[config.mk]
export PLATFORM = sky130hd
export DESIGN_NAME = bit_deserializer
export DESIGN_NICKNAME = d
export VERILOG_FILES = /design/src/rtl/bit_deserializer.sv
export SDC_FILE = /design/constraint.sdc
export NUM_CORES = 1
export LEC_CHECK = 0
export BUFFER_PORTS_ARGS = -buffer_cell sky130_fd_sc_hd__buf_4
export CAP_MARGIN = 10
export CORE_MARGIN = 1
export CORE_UTILIZATION = 54
export CTS_BUF_LIST = sky130_fd_sc_hd__clkbuf_8
export DETAILED_ROUTE_END_ITERATION = 10
export HOLD_SLACK_MARGIN = 0.05
export PLACE_DENSITY = 0.8
export SLEW_MARGIN = 20
export SYNTH_ARGS = -nofsm -noshare
export SYNTH_HDL_FRONTEND = slang
export SYNTH_SLANG_ARGS = --single-unit
[constraint.sdc]
create_clock -name clk -period 1.6 [get_ports clk]
set_input_delay 0.24 -clock clk [delete_from_list [all_inputs] [get_ports clk]]
set_output_delay 0.24 -clock clk [all_outputs]
set_load 0.02 [all_outputs]
[src/rtl/bit_deserializer.sv]
// rtl/bit_deserializer.sv - collects a serial bit stream into g_width-bit words on a valid/ready port
module bit_deserializer #(
  parameter int g_width     = 8,
  parameter bit g_msb_first = 1'b1
) (
  input  logic                       clk,
  input  logic                       reset,
  input  logic                       bit_in,
  input  logic                       bit_valid,
  output logic [g_width-1:0]         word_out,
  output logic                       word_valid,
  input  logic                       word_ready,
  output logic [$clog2(g_width)-1:0] bit_count,
  output logic                       overflow,
  input  logic                       clear_ovf
);

  localparam int cw = $clog2(g_width);
  localparam logic [cw-1:0] last_count = cw'(g_width - 1);

  typedef enum logic {
    st_empty,
    st_full
  } state_t;

  state_t             state, state_nxt;
  logic [g_width-1:0] shift_q, shift_nxt;
  logic [g_width-1:0] word_q;
  logic [cw-1:0]      count_q;
  logic               ovf_q;
  logic               complete;
  logic               load_word;
  logic               drop_word;

  // The completed word includes the bit sampled on the completing edge,
  // so the output register loads from the next-shift value, not shift_q.
  always_comb begin
    shift_nxt = shift_q;
    if (g_msb_first) begin
      shift_nxt = {shift_q[g_width-2:0], bit_in};
    end else begin
      shift_nxt = {bit_in, shift_q[g_width-1:1]};
    end
  end

  assign complete = bit_valid && (count_q == last_count);

  always_comb begin
    state_nxt = state;
    load_word = 1'b0;
    drop_word = 1'b0;
    case (state)
      st_empty: begin
        if (complete) begin
          load_word = 1'b1;
          state_nxt = st_full;
        end
      end
      st_full: begin
        if (complete) begin
          // Refill on the transfer edge keeps full-rate streaming bubble-free.
          if (word_ready) begin
            load_word = 1'b1;
          end else begin
            drop_word = 1'b1;
          end
        end else if (word_ready) begin
          state_nxt = st_empty;
        end
      end
      default: state_nxt = st_empty;
    endcase
  end

  always_ff @(posedge clk or posedge reset) begin
    if (reset) begin
      state <= st_empty;
    end else begin
      state <= state_nxt;
    end
  end

  always_ff @(posedge clk or posedge reset) begin
    if (reset) begin
      shift_q <= '0;
      count_q <= '0;
    end else if (bit_valid) begin
      shift_q <= shift_nxt;
      count_q <= complete ? '0 : count_q + 1'b1;
    end
  end

  always_ff @(posedge clk or posedge reset) begin
    if (reset) begin
      word_q <= '0;
    end else if (load_word) begin
      word_q <= shift_nxt;
    end
  end

  // A drop in the same cycle as clear_ovf must leave the flag set.
  always_ff @(posedge clk or posedge reset) begin
    if (reset) begin
      ovf_q <= 1'b0;
    end else if (drop_word) begin
      ovf_q <= 1'b1;
    end else if (clear_ovf) begin
      ovf_q <= 1'b0;
    end
  end

  assign word_out   = word_q;
  assign word_valid = (state == st_full);
  assign bit_count  = count_q;
  assign overflow   = ovf_q;

endmodule
# Word-level counts from Yosys, hierarchy flattened
# Index checks and enable logic that the tools add are counted.
dict set report word_totals {
  reg_bits 20
  input_bits 6
  output_inout_bits 13
  word_cells 22
}
dict set report op_classes {
  add_sub_neg 1
  n_eq_ne 1
  mux 12
  n_bitwise 1
  reduce_logical 2
}
# cell count
set op_table {}
lappend op_table {{two-way mux 1 bit} 9}
lappend op_table {{one-hot mux 1 bit (2 select lines)} 2}
lappend op_table {{adder 3 x 1 -> 3 bit, second input constant} 1}
lappend op_table {{== test 3 bit, second input constant} 1}
lappend op_table {{two-way mux 3 bit} 1}
lappend op_table {{nonzero test 2 bit} 1}
lappend op_table {{logical AND 1 bit} 1}
lappend op_table {{NOT 1 bit} 1}

# Logic depth before layout (Yosys ltp)
# Gate-level depths: netlist of the first run.
dict set report depth {
  depth_word 5
  mapped_depth 6
  mapped_depth_nobuf 5
}

# Least setup slack after synthesis of the first run
# OpenSTA, ideal clock, no wires.
dict set report synth_timing {
  path_kind {register to register}
  start {reg count_q[0], in the netlist bit_count[0]}
  end {reg word_q[0], in the netlist word_out[0]}
  setup_ps 125
  arrival_ps 1451
  t_required_ps 1475
  setup_slack_ps 24
  path_stages_with_launch 7
  path_buffers 1
  synth_period_minus_slack_ps 1576
  path_cell_list {dfrtp_1 > ha_1 > ha_1 > nand2_2 > nor2b_4 > buf_6 > mux2_4}
}
dict set report synth_via {
  elab_chain_len 4
  elab_cells_between_ends 5
  cone_classes {1 x eq/ne; 3 x mux; 1 x reduce/logical}
}
# item line_no
set synth_lines {}
lappend synth_lines {{from (decl)} 29} ;# logic [cw-1:0] count_q;
lappend synth_lines {{from (signal assigned)} 89} ;# count_q <= complete ? '0 : count_q + 1'b1;
lappend synth_lines {{== test 3 bit (*)} 46} ;# assign complete = bit_valid && (count_q == last_count);
lappend synth_lines {{logical AND 1 bit (*)} 46}
lappend synth_lines {{two-way mux 1 bit (on tied branches)} {60, 54}}
lappend synth_lines {{one-hot mux 1 bit (2 select lines) (*)} 52} ;# case (state)
lappend synth_lines {{to (signal assigned)} 97} ;# word_q <= shift_nxt;
lappend synth_lines {{to (decl)} 28} ;# logic [g_width-1:0] word_q;
# Mark *: on every way between the ends. The rest lies on a longest branch, timed or not.
# A chain may end at the register's enable or synchronous reset.

# Final worst setup path of the first run
dict set report layout_timing {
  start {reg count_q[0], in the netlist bit_count[0]}
  end {reg word_q[1], in the netlist word_out[1]}
}
# Same word-level chain as after synthesis.

==> results of run 1 <==
-- per-stage QoR --
stage,hold WS (ps),worst slack (ps),utilization
5_1_grt,181,13.0,0.801
2_1_floorplan,204,23.6,-
3_3_place_gp,282,97.8,0.731
6_report,170,87.9,0.801
4_1_cts,167,44.1,0.790
3_5_place_dp,281,47.8,0.731
-- final cells by class --
class / count / area [um^2]
flip-flops and latches: 20 / 500
multi-input cells: 27 / 320
fillers: 80 / 272
repair buffers: 21 / 173
clock buffers: 3 / 41.3
clock inverters: 1 / 30.0
well taps: 15 / 18.8
inverters: 3 / 11.3
-- cells by family after synthesis --
family / after synthesis / share of synthesized area
fa+ha+maj: 2 / 0.0300
compound gates: 2 / 0.0150
flops: 20 / 0.601
simple gates: 6 / 0.0571
buf+inv: 5 / 0.0330
mux: 17 / 0.264
-- critical path, cell delays in order (launching register included) --
cell and delay (ps):
dfrtp_1 390, ha_2 210, ha_4 140, nand2_2 80, nor2b_4 140, buf_12 140, mux2_4 300
-- sequential cells by signal, indices dropped and copies added, names as in the netlist --
name / cells
bit_count: 3
overflow: 1
shift_q: 7
word_out: 8
word_valid: 1
-- layer usage --
layer	GRT usage	wire length, um	share of wire	vias to the layer above
met2	0.301	643	0.45	17
met3	0.0978	89	0.062	2
met1	0.258	683	0.48	222
li1	-	-	-	223
met5	0	0	0	-
met4	0.0726	10	0.0070	0
-- timing repair --
action,4_1_cts,5_1_grt
endpoints found under the setup margin,0,8
hold buffers,1,0
gates resized for setup,0,3
endpoints found under the hold margin,20,0
-- how the worst max path moves through the flow --
stage	cells past startpoint	start	to
final	6	bit_count[0]	word_out[1]
after global routing	6	bit_count[0]	word_out[4]
after CTS	6	bit_count[0]	word_out[1]
after detailed placement	6	bit_count[0]	word_out[0]
after global placement	6	bit_count[0]	word_out[3]
after floorplan	6	bit_count[0]	word_out[0]
-- cell usage in the layout (no fill, tap or decap) --
cell	count
dfrtp_1	20
buf_4	19
mux2_4	8
mux2_2	8
inv_1	3
clkbuf_8	3
o22ai_1	2
nand2_1	2
nand2_2	1
nand2b_4	1
nor2b_4	1
nand2b_1	1
mux2i_1	1
ha_4	1
ha_2	1
bufinv_16	1
dlygate4sd3_1	1
buf_12	1
-- power by group through the flow --
| stage | registers [mW] | clock network (mW) | logic (mW) |
|---|---|---|---|
| after floorplan | 0.951 | 0 | 0.299 |
| after global placement | 0.806 | 0 | 0.715 |
| after detailed placement | 0.811 | 0 | 0.737 |
| after CTS | 0.810 | 0.506 | 0.740 |
| after global routing | 0.834 | 0.526 | 0.805 |
| final | 0.817 | 0.497 | 0.749 |
==> results.py, run 1 <==
metrics = {
    "status": {
        "status": "finished, final reports clean",
    },
    "power": {
        "sequentialPowerShare": 0.396,
        "powerDensity_nw_per_um2": 1880,
        "ir_worst_vdd_v": 0.00135,
        "fin_total_pwr_mw": 2.06,
        "intPower_mw": 1.43,
        "power_leakage_nw": 0.536,
        "swShare": 0.304,
        "power_frac_clock": 0.241,
        "p_comb_frac": 0.363,
        "switching_power_mw": 0.628,
    },
    "drt": {
        "vias_per_cell": 5.16,
        "wire_per_inst_um": 15.8,
        "first_pass_iters": 4,
        "vias": 464,
        "wl_um": 1430,
        "drc": 0,
        "drtIter0Drc": 6,
        "postRouteAntennaNets": 0,
    },
    "layout": {
        "stdcell_area_um2": 1090,
        "fin_nets": 84,
        "area_growth_syn_to_layout_pct": 31.4,
        "final_cells": 90,
        "final_layout_size_suffix_gt1_frac": 0.600,
        "n_antenna_cell": 0,
    },
    "die": {
        "die-width_um": 41.3,
        "rows": 13,
        "die_area_um2": 1700,
        "io_pins": 19,
        "start_util": 0.610,
        "core_area_um2": 1370,
        "fp.dieH_um": 41.3,
    },
    "setup_path": {
        "crit_fanout": 8,
        "reg2reg_depth": 6,
        "worstSetupEndpointType": "flop",
        "cp.required_ps": 1750,
        "worstPathArrival_ps": 1660,
        "crit_type": "reg -> reg",
        "regToRegEndpoint": "word_out[1]",
        "regToRegSetupSlack_ps": 90,
        "timing.rr.start": "bit_count[0]",
        "cp-start-kind": "flop",
    },
    "clock_network": {
        "clk_path_buf_depth": 2,
        "cts_tree": "built",
        "path_clk_slew_ps": 80,
        "insertion_delay_ps": 260,
        "post_cts_buffers": 0,
        "htreeDepth": 1,
        "clock_tree.root_cell": "clkbuf_8",
        "cts_sinks": 20,
        "cts_inserted_buffers": 3,
    },
    "timing": {
        "tightest_slew_ps": 249,
        "fin_setup_tns_ps": 0,
        "timing.final.hold_violations": 0,
        "finalSetupViolCount": 0,
        "max_slew_margin": 0.834,
        "fmax_mhz": 661,
        "period_minus_slack_ps": 1510,
        "skew_ps": 8.17,
        "fin_crit_sh": 0.945,
        "rsz0062_at_grt": "false",
        "drv_slew": 0,
    },
    "hold_path": {
        "hold_start": "clear_ovf",
        "hold_class": "in -> reg",
        "hold_end": "overflow",
        "whs_path_depth": 2,
    },
    "yosys": {
        "yosys.cell_count.top_type": "dfrtp_1",
        "syn_inst": 52,
        "synth_warnings": 0,
        "seq_area_frac_synth": 0.601,
        "ys_top_cells_by_count": "20 x dfrtp_1, 8 x mux2_2, 8 x mux2_4, 3 x inv_1",
        "yosysUniqueCellTypes": 14,
        "postSynth.asyncResetShare": 1.00,
        "yosys_most_used_dff": "dfrtp_1",
        "syn-cell-area_um2": 833,
        "ys_ff_latch": 20,
        "syn_avg_cell_area_um2": 16.0,
        "synthTopCellsByArea": "dfrtp_1 60%, mux2_4 14%, mux2_2 11%",
        "syn-num-nets": 60,
        "yosysTopAreaCell": "dfrtp_1",
        "synth_top_area_frac": 0.601,
        "synth_edf_count": 0,
    },
    "global_route": {
        "grt_pass1_vias": 435,
        "grt_first_pass_wirelength_um": 2010,
        "grt_usage": 0.203,
        "grt_overflow": 0,
        "grt_max_degree": 21,
        "antenna_found_initial": 0,
    },
    "place": {
        "place_area_um2": 998,
        "place.gp.congestion": 0.693,
        "port_buffers": 18,
        "dp.cells": 85,
    },
    "flow_run": {
        "maxCapViolCount": 0,
    },
}
No activity file was read; power rests on OpenSTA's default activity.
==> run 2, diff against run 1 <==
--- a/config.mk
+++ b/config.mk
@@ -5,14 +5,15 @@
 export SDC_FILE = /design/constraint.sdc
 export NUM_CORES = 1
 export LEC_CHECK = 0
+export ABC_AREA = 1
 export BUFFER_PORTS_ARGS = -buffer_cell sky130_fd_sc_hd__buf_4
 export CAP_MARGIN = 10
 export CORE_MARGIN = 1
-export CORE_UTILIZATION = 54
+export CORE_UTILIZATION = 53
 export CTS_BUF_LIST = sky130_fd_sc_hd__clkbuf_8
 export DETAILED_ROUTE_END_ITERATION = 10
 export HOLD_SLACK_MARGIN = 0.05
-export PLACE_DENSITY = 0.8
+export PLACE_DENSITY = 0.79
 export SLEW_MARGIN = 20
 export SYNTH_ARGS = -nofsm -noshare
 export SYNTH_HDL_FRONTEND = slang
==> run 2 against run 1 <==
Net effect: global-route usage is essentially flat; critical path depth is 1 higher; critical path type unchanged; maximum frequency up 11%; clock skew shrank 3.4 ps; power down 13%; worst hold slack improved by 15 ps; clock power is essentially flat; synthesized cell count grew 65%; utilization shrank 3.8 points; die area fell by 1.7%; register-to-register slack gained 150 ps.
==> results.py, run 2 <==
metrics = {
    "yosys": {
        "syn_inst": 86,
        "yosysUniqueCellTypes": 12,
        "ys_top_cells_by_count": "23 x nand2_1, 20 x dfrtp_1, 11 x inv_1, 10 x nand3_1, 7 x o21ai_0",
        "postSynth.asyncResetShare": 1.00,
        "synth_warnings": 0,
        "ys_ff_latch": 20,
        "yosysTopAreaCell": "dfrtp_1",
        "syn_avg_cell_area_um2": 9.34,
        "synth_edf_count": 0,
        "seq_area_frac_synth": 0.623,
        "yosys.cell_count.top_type": "nand2_1",
        "synthTopCellsByArea": "dfrtp_1 62%, nand2_1 11%, nand3_1 6.2%",
        "synth_top_area_frac": 0.623,
        "syn-cell-area_um2": 803,
        "yosys_most_used_dff": "dfrtp_1",
        "syn-num-nets": 94,
    },
    "global_route": {
        "grt_first_pass_wirelength_um": 2170,
        "grt_usage": 0.204,
        "grt_overflow": 0,
        "antenna_found_initial": 0,
        "grt_max_degree": 22,
        "grt_pass1_vias": 521,
    },
    "timing": {
        "fin_setup_tns_ps": 0,
        "rsz0062_at_grt": "false",
        "timing.final.hold_violations": 0,
        "skew_ps": 4.74,
        "fin_ws_ps": 236,
        "period_minus_slack_ps": 1360,
        "finalSetupViolCount": 0,
        "tightest_slew_ps": 332,
        "max_slew_margin": 0.778,
        "drv_slew": 0,
        "fmax_mhz": 733,
        "fin_crit_sh": 0.852,
    },
    "power": {
        "power_leakage_nw": 0.563,
        "ir_worst_vdd_v": 0.00102,
        "powerDensity_nw_per_um2": 1740,
    },
    "setup_path": {
        "worstSetupEndpointType": "flop",
        "worstPathArrival_ps": 1560,
        "cp.required_ps": 1790,
        "crit_type": "reg -> reg",
        "cp-start-kind": "flop",
        "crit_fanout": 9,
    },
    "clock_network": {
        "cts_resized": 0,
        "cts_tree": "built",
        "post_cts_buffers": 0,
        "path_clk_slew_ps": 70,
        "clock_tree.root_cell": "clkbuf_8",
        "clk_path_buf_depth": 2,
        "cts_sinks": 20,
        "htreeDepth": 1,
        "cts_inserted_buffers": 3,
        "insertion_delay_ps": 250,
    },
    "die": {
        "fp.dieH_um": 40.9,
        "die_area_um2": 1680,
        "die-width_um": 40.9,
        "rows": 13,
        "start_util": 0.595,
        "core_area_um2": 1350,
        "io_pins": 19,
    },
    "place": {
        "port_buffers": 18,
        "place.gp.congestion": 0.674,
        "dp_hpwl_um": 996,
        "post-place-ws_ps": 251,
    },
    "drt": {
        "vias": 599,
        "wire_per_inst_um": 11.8,
        "wl_um": 1430,
        "postRouteAntennaNets": 0,
        "vias_per_cell": 4.91,
        "first_pass_iters": 4,
        "drtIter0Drc": 11,
        "drc": 0,
    },
    "layout": {
        "most-common-layout-cells": "23 x nand2_1, 20 x dfrtp_1, 19 x buf_4",
        "area_growth_syn_to_layout_pct": 28.3,
        "fillers": 101,
        "fin_nets": 116,
        "fin_util": 0.764,
        "n_antenna_cell": 0,
        "final_layout_size_suffix_gt1_frac": 0.243,
        "largest_register_ffs": 8,
        "final_common_cell": "nand2_1",
    },
    "status": {
        "status": "finished, final reports clean",
    },
    "hold_path": {
        "hold_class": "in -> reg",
    },
    "flow_run": {
        "maxCapViolCount": 0,
    },
}
## run 2: logic make-up after synthesis
family	Yosys count	share of synthesized area
simple gates	38	0.199
buf+inv	15	0.0763
fa+ha+maj	2	0.0311
compound gates	11	0.0701
flops	20	0.623
## run 2: worst max-delay path, cell delays in order, from the launching register on
cell and delay (ps):
dfrtp_1 400, ha_1 200, ha_1 200, nand2_2 100
clkinv_2 120, nand2_2 150, nand2_1 70, nand2_1 50
## run 2: per-stage QoR
stage,instance area (um^2),hold WS (ps),power [mW],cells
after floorplan,803,204,1.07,86
after global placement,950,280,1.31,117
after detailed placement,950,283,1.32,117
after CTS,1030,174,1.82,122
after global routing,1030,181,1.91,122
final,1030,185,1.80,122
## run 2: final timing paths
| check | end | cells after the start | slack [ps] | startpoint |
|---|---|---|---|---|
| min in group asynchronous | shift_q[3] | 4 | 550 | reset |
| min | overflow | 2 | 180 | clear_ovf |
| max | word_out[7] | 7 | 240 | bit_count[0] |
| max in group asynchronous | word_out[7] | 4 | 840 | reset |
| min reg2reg | word_out[4] | 2 | 480 | word_out[4] |
| max reg2reg | word_out[7] | 7 | 240 | bit_count[0] |
## run 2: where the power goes
group / internal [mW] / total (mW) / leakage [nW] / switching [mW]
Clock: 0.334 / 0.494 / 0.0357 / 0.161
Combinational: 0.239 / 0.564 / 0.278 / 0.324
Sequential: 0.650 / 0.741 / 0.250 / 0.0912
Total: 1.22 / 1.80 / 0.563 / 0.576
## run 2: repair_timing
| item | CTS | global route |
|---|---|---|
| setup endpoints to repair | 0 | 0 |
| hold buffers | 1 | 0 |
| endpoints found under the hold margin | 20 | 0 |
## run 2: area by class of cell
| cell class | instances | area [um^2] | area share |
|---|---|---|---|
| Sequential cell | 20 | 500 | 0.485 |
| Multi-Input combinational cell | 51 | 241 | 0.234 |
| Timing Repair Buffer | 20 | 153 | 0.148 |
| Inverter | 12 | 46.3 | 0.0449 |
| Clock buffer | 3 | 41.3 | 0.0400 |
| Clock inverter | 1 | 30.0 | 0.0291 |
| Tap cell | 15 | 18.8 | 0.0182 |
## run 2: per-layer routing
| metal | track usage | part of all wire |
|---|---|---|
| met1 | 0.256 | 0.47 |
| met2 | 0.328 | 0.47 |
| met3 | 0.0272 | 0.047 |
| met4 | 0.125 | 0.0098 |
| met5 | 0 | 0 |
